==> config.mk <==
export PLATFORM = sky130hd
export DESIGN_NAME = tlc_ped_ctrl
export DESIGN_NICKNAME = d
export VERILOG_FILES = /design/src/rtl/tlc_ped_ctrl.sv
export SDC_FILE = /design/constraint.sdc
export NUM_CORES = 1
export LEC_CHECK = 0
export BUFFER_PORTS_ARGS = -buffer_cell sky130_fd_sc_hd__buf_4
export CAP_MARGIN = 20
export CORE_MARGIN = 1
export CORE_UTILIZATION = 25
export CTS_BUF_LIST = sky130_fd_sc_hd__clkbuf_16
export DETAILED_ROUTE_END_ITERATION = 8
export PLACE_DENSITY_LB_ADDON = 0.05
export SLEW_MARGIN = 30
export SYNTH_ARGS = -nofsm -noshare
export SYNTH_HDL_FRONTEND = slang
export SYNTH_SLANG_ARGS = --single-unit
==> constraint.sdc <==
create_clock -name clk -period 2.4 [get_ports clk]
set_input_delay 0.48 -clock clk [delete_from_list [all_inputs] [get_ports clk]]
set_output_delay 0.48 -clock clk [all_outputs]
set_load 0.05 [all_outputs]
==> src/rtl/tlc_ped_ctrl.sv <==
// Pedestrian crossing controller slaved to the vehicle lamps of tlc_top.
// Grants WALK then flashing DON'T WALK on a red rise once a debounced press is registered.
module tlc_ped_ctrl #(
    parameter int DEBOUNCE_CYC = 4,
    parameter int WALK_CYC     = 10,
    parameter int FLASH_CYC    = 8,
    parameter int BLINK_HALF   = 2
) (
    input  logic       clk,
    input  logic       rst,
    input  logic       red,
    input  logic       yellow,
    input  logic       green,
    input  logic       ped_btn,
    output logic       walk,
    output logic       dont_walk,
    output logic       ped_wait,
    output logic [4:0] countdown,
    output logic       ped_abort
);

    typedef enum logic [1:0] {
        S_IDLE  = 2'd0,
        S_WALK  = 2'd1,
        S_FLASH = 2'd2,
        S_HOLD  = 2'd3
    } state_t;

    localparam logic [4:0] DEB_SAT    = 5'(DEBOUNCE_CYC);
    localparam logic [4:0] DEB_LAST   = 5'(DEBOUNCE_CYC - 1);
    localparam logic [4:0] WALK_LOAD  = 5'(WALK_CYC - 1);
    localparam logic [4:0] FLASH_LOAD = 5'(FLASH_CYC - 1);
    localparam logic [3:0] BLINK_LAST = 4'(BLINK_HALF - 1);

    logic       sync1_q, sync2_q;
    logic [4:0] deb_q;
    logic       red_d_q;
    state_t     state_q;
    logic       req_q;
    logic [4:0] cnt_q;
    logic [3:0] blink_q;
    logic       walk_q, dont_walk_q, abort_q;

    logic accept, red_rise, one_hot, red_only;

    // Counter saturates one past the acceptance value, so a held button accepts once.
    assign accept   = sync2_q && (deb_q == DEB_LAST);
    assign red_rise = red & ~red_d_q;
    assign one_hot  = (red & ~yellow & ~green) | (~red & yellow & ~green) | (~red & ~yellow & green);
    assign red_only = red & ~yellow & ~green;

    always_ff @(posedge clk or posedge rst) begin
        if (rst) begin
            sync1_q <= 1'b0;
            sync2_q <= 1'b0;
            deb_q   <= '0;
            red_d_q <= 1'b0;
        end else begin
            sync1_q <= ped_btn;
            sync2_q <= sync1_q;
            red_d_q <= red;
            if (!sync2_q) begin
                deb_q <= '0;
            end else if (deb_q != DEB_SAT) begin
                deb_q <= deb_q + 5'd1;
            end
        end
    end

    always_ff @(posedge clk or posedge rst) begin
        if (rst) begin
            state_q     <= S_IDLE;
            req_q       <= 1'b0;
            cnt_q       <= '0;
            blink_q     <= '0;
            walk_q      <= 1'b0;
            dont_walk_q <= 1'b1;
            abort_q     <= 1'b0;
        end else begin
            abort_q <= 1'b0;
            case (state_q)
                S_IDLE: begin
                    if (red_rise && one_hot && (req_q || accept)) begin
                        state_q     <= S_WALK;
                        cnt_q       <= WALK_LOAD;
                        walk_q      <= 1'b1;
                        dont_walk_q <= 1'b0;
                        req_q       <= 1'b0;
                    end else if (accept) begin
                        req_q <= 1'b1;
                    end
                end
                S_WALK, S_FLASH: begin
                    if (!red_only) begin
                        state_q     <= S_IDLE;
                        cnt_q       <= '0;
                        walk_q      <= 1'b0;
                        dont_walk_q <= 1'b1;
                        abort_q     <= 1'b1;
                    end else if (cnt_q == 5'd0) begin
                        state_q     <= (state_q == S_WALK) ? S_FLASH : S_HOLD;
                        cnt_q       <= (state_q == S_WALK) ? FLASH_LOAD : 5'd0;
                        blink_q     <= '0;
                        walk_q      <= 1'b0;
                        dont_walk_q <= 1'b1;
                    end else begin
                        cnt_q <= cnt_q - 5'd1;
                        // Blink phase only advances while flashing.
                        if (state_q == S_FLASH) begin
                            if (blink_q == BLINK_LAST) begin
                                blink_q     <= '0;
                                dont_walk_q <= ~dont_walk_q;
                            end else begin
                                blink_q <= blink_q + 4'd1;
                            end
                        end
                    end
                end
                S_HOLD: begin
                    if (accept) begin
                        req_q <= 1'b1;
                    end
                    if (!red) begin
                        state_q <= S_IDLE;
                    end
                end
                default: begin
                    state_q     <= S_IDLE;
                    walk_q      <= 1'b0;
                    dont_walk_q <= 1'b1;
                    cnt_q       <= '0;
                end
            endcase
        end
    end

    assign walk      = walk_q;
    assign dont_walk = dont_walk_q;
    assign ped_wait  = req_q;
    assign countdown = cnt_q;
    assign ped_abort = abort_q;

endmodule

==> key figures <==
Run status
  • Outcome: finished clean

Global routing
  • Initial antenna violation count: 0
  • Largest net degree at the start of global routing: 24
  • GRT overflow: 0
  • Total GRT Usage: 0.125
  • Global-route wire length before repair: 5010 µm
  • Number of global-route vias before repair: 1,010

Placement
  • DP Wirelength: 2120 µm
  • GP Congestion: about 0.75
  • I/O Buffers: 14
  • Dpl cell area: 1440 µm²

Clocking
  • Worst skew pair latency: approximately 0.26 ns
  • Post-CTS setup buffer count: 0
  • CTS Sinks: 23
  • Clock Tree Buf Depth: 2
  • CTS clk-pin slew, worst paths: roughly 0.060 ns
  • TritonCTS Buffers: 3
  • Post-CTS resize count: 0
  • CTS Hold Bufs: 0
  • Htree depth: 1
  • CTS root buffer: clkbuf_16
  • CTS tree: yes

Power
  • Combinational power share: 0.490
  • Switching portion of total power: 0.450
  • Sequential power share: 0.318
  • Internal power: about 1.0 mW
  • Clock Power Share: 0.192
  • Pwr dens: approximately 1300 nW/µm²
  • Peak supply drop: 0.000654 V
  • Pwr Total: ~1.9 mW
  • Leak pwr: just under 0.7 nW
  • Switch Pwr: 857 µW

STA
  • Final setup vio count: 0
  • Post-layout min period: between 1.5 and 2 ns
  • Final hold vios: 0
  • Period utilisation layout: 0.809
  • RSZ-0062 raised after global routing: false
  • Setup TNS: 0 ns
  • Fmax achieved: about 510 MHz
  • Max-slew violation count: 0
  • Worst-margin pin slew: ~0.57 ns
  • Clk_skew: roughly 0.0019 ns
  • Relative slew slack: 0.615

Floorplanning
  • Die Y: 73.0 µm
  • Starting density of the core: 0.263
  • # rows: 25
  • DIE AREA: 5320 µm²
  • Boundary Pins: 15
  • Die width: between 70 and 80 µm
  • Placeable Area: approximately 4800 µm²

Critical path
  • Crit end category: flop
  • Register-to-Register Path Depth: 6
  • Max FO, Critical Path: 10
  • Slowest cell delay on critical path: between 0.4 and 0.5 ns
  • CP startpoint kind: flop
  • Crit path kind: flop to flop
  • Critical Path Source: deb_q[0]
  • Slowest CP cell: dfrtp_1
  • Crit path DAT: 2.12 ns
  • CP cell instances: ha_1, nor2b_1, a31oi_1, o31a_1, a2bb2oi_1, o22ai_1
  • Critical path required time: about 2.6 ns
  • Reg2reg start: deb_q[0]

Cells and area
  • Share of layout cells above drive strength 1: 0.172
  • Area grow syn2layout: 20.8%
  • Antenna Cells: 0
  • Fillers: between 400 and 500
  • Final Util: 0.318
  • Post-route design area: between 1500 and 2000 µm²
  • Fin nets: ~160

Synthesis
  • Fraction of registers with async set or reset after synthesis: 1.00
  • Synth warn: 0
  • Yosys top cell by area: dfrtp_1
  • Register bit total from synthesis: 23
  • Most common cell in the synthesized netlist: dfrtp_1
  • Number of enable flip-flop cells after synthesis: 0
  • Synth Instances: roughly 130
  • Post-Syn Area: ~1300 µm²
  • Synth area leaders: dfrtp_1 44%, ha_1 8.9%, inv_1 3.6%
  • Synth top area share: 0.437
  • Most common library cells after synthesis: 22 x dfrtp_1, 12 x inv_1, 12 x nand2_1
  • Netlist cell types: 37
  • Avg Cell Area, Syn: ~9.8 µm²
  • Sequential area share after synthesis: 0.458
  • Synth Flop Type: dfrtp_1
  • Synth Net Count: 143

Routing
  • Drt total wl: roughly 2800 µm
  • Routed length per instance: around 13 µm
  • Routed Antenna Nets: 0
  • Router iterations before antenna repair: 4
  • Via Count: approximately 970
  • Routed vias/inst: between 4 and 5
  • Post-route DRC violation count: 0
  • Number of DRC markers in iteration 0: 27

Worst hold path
  • Min-Delay Path Class: primary input to async pin

Flow run
  • MaxCap Viol Count: 0
## state kept, by name, summed over array words and instances, names as in the netlist
name	flops
ped_abort	1
red_d_q	1
sync2_q	1
state_q	2
sync1_q	1
ped_wait	1
dont_walk	1
blink_q	4
countdown	5
deb_q	5
walk	1
## critical path, delay by kind of cell, from the launching register on
kind | cells | cell delay (ns)
compound gates | 4 | 1.06
fa+ha+maj | 1 | 0.24
flops | 1 | 0.42
simple gates | 1 | 0.15
## layout make-up
| cell class | count | area, µm² | area share |
|---|---|---|---|
| clock buffer | 3 | 75.1 | 0.0494 |
| clock inverter | 1 | 5.00 | 0.00329 |
| inverter | 12 | 45.0 | 0.0296 |
| multi-input combinational | 91 | 622 | 0.409 |
| sequential | 23 | 577 | 0.379 |
| tap | 67 | 83.8 | 0.0551 |
| timing repair buffer | 15 | 113 | 0.0741 |
## through the flow
| step | cells | setup slack (ns) | hold WS, ns |
|---|---|---|---|
| after floorplan | 128 | 0.536 | 0.331 |
| after global placement | 208 | 0.455 | 0.335 |
| after detailed placement | 208 | 0.443 | 0.339 |
| after CTS | 212 | 0.422 | 0.277 |
| after global routing | 212 | 0.313 | 0.292 |
| final | 212 | 0.458 | 0.266 |
## routing by layer
layer,vias up,GRT usage,wire (µm)
li1,489,-,-
met1,452,0.178,1510
met2,23,0.180,1150
met3,4,0.0359,134
met4,0,0.0414,36
met5,-,0,0
## cell usage in the layout, fill, tap and decap left out, types with 2 or more instances in the layout
master	n
and2_1	3
o31ai_1	5
o31a_1	3
a21oi_1	6
nor2_1	8
dfrtp_1	22
nor2b_1	5
inv_1	12
clkbuf_16	3
o21ai_0	8
a31oi_1	4
nor3_1	3
nand2_1	12
ha_1	9
nand2b_1	2
buf_4	15
nand3_1	3
xnor2_1	2
## power by group through the flow
stage / clock, mW / combinational [mW] / sequential, mW
global placement: 0 / 0.932 / 0.610
detailed placement: 0 / 0.934 / 0.614
floorplan: 0 / 0.544 / 0.764
CTS: 0.382 / 0.942 / 0.607
finish: 0.366 / 0.932 / 0.605
global route: 0.392 / 1.04 / 0.626
## cells by family (layout without fill, tap and decap cells)
kind of cell / after synthesis / after routing / synth area share
AOI/OAI and AO/OA: 35 / 35 / 0.183
xor gates and xnor gates: 2 / 2 / 0.0139
adders and majority gates: 9 / 9 / 0.0895
buffers and inverters: 14 / 31 / 0.0477
DFF: 23 / 23 / 0.458
muxes: 1 / 1 / 0.00795
and+or+nand+nor: 44 / 44 / 0.200
## final timing paths
check | slack [ns] | to
min in group clk | 0.33 | sync1_q
max | 0.46 | dont_walk
min reg2reg | 0.35 | sync2_q
max reg2reg | 0.46 | dont_walk
max in group asynchronous | 1.85 | dont_walk
min | 0.27 | state_q[0]
Note: power is estimated with default switching activity, not from simulation.
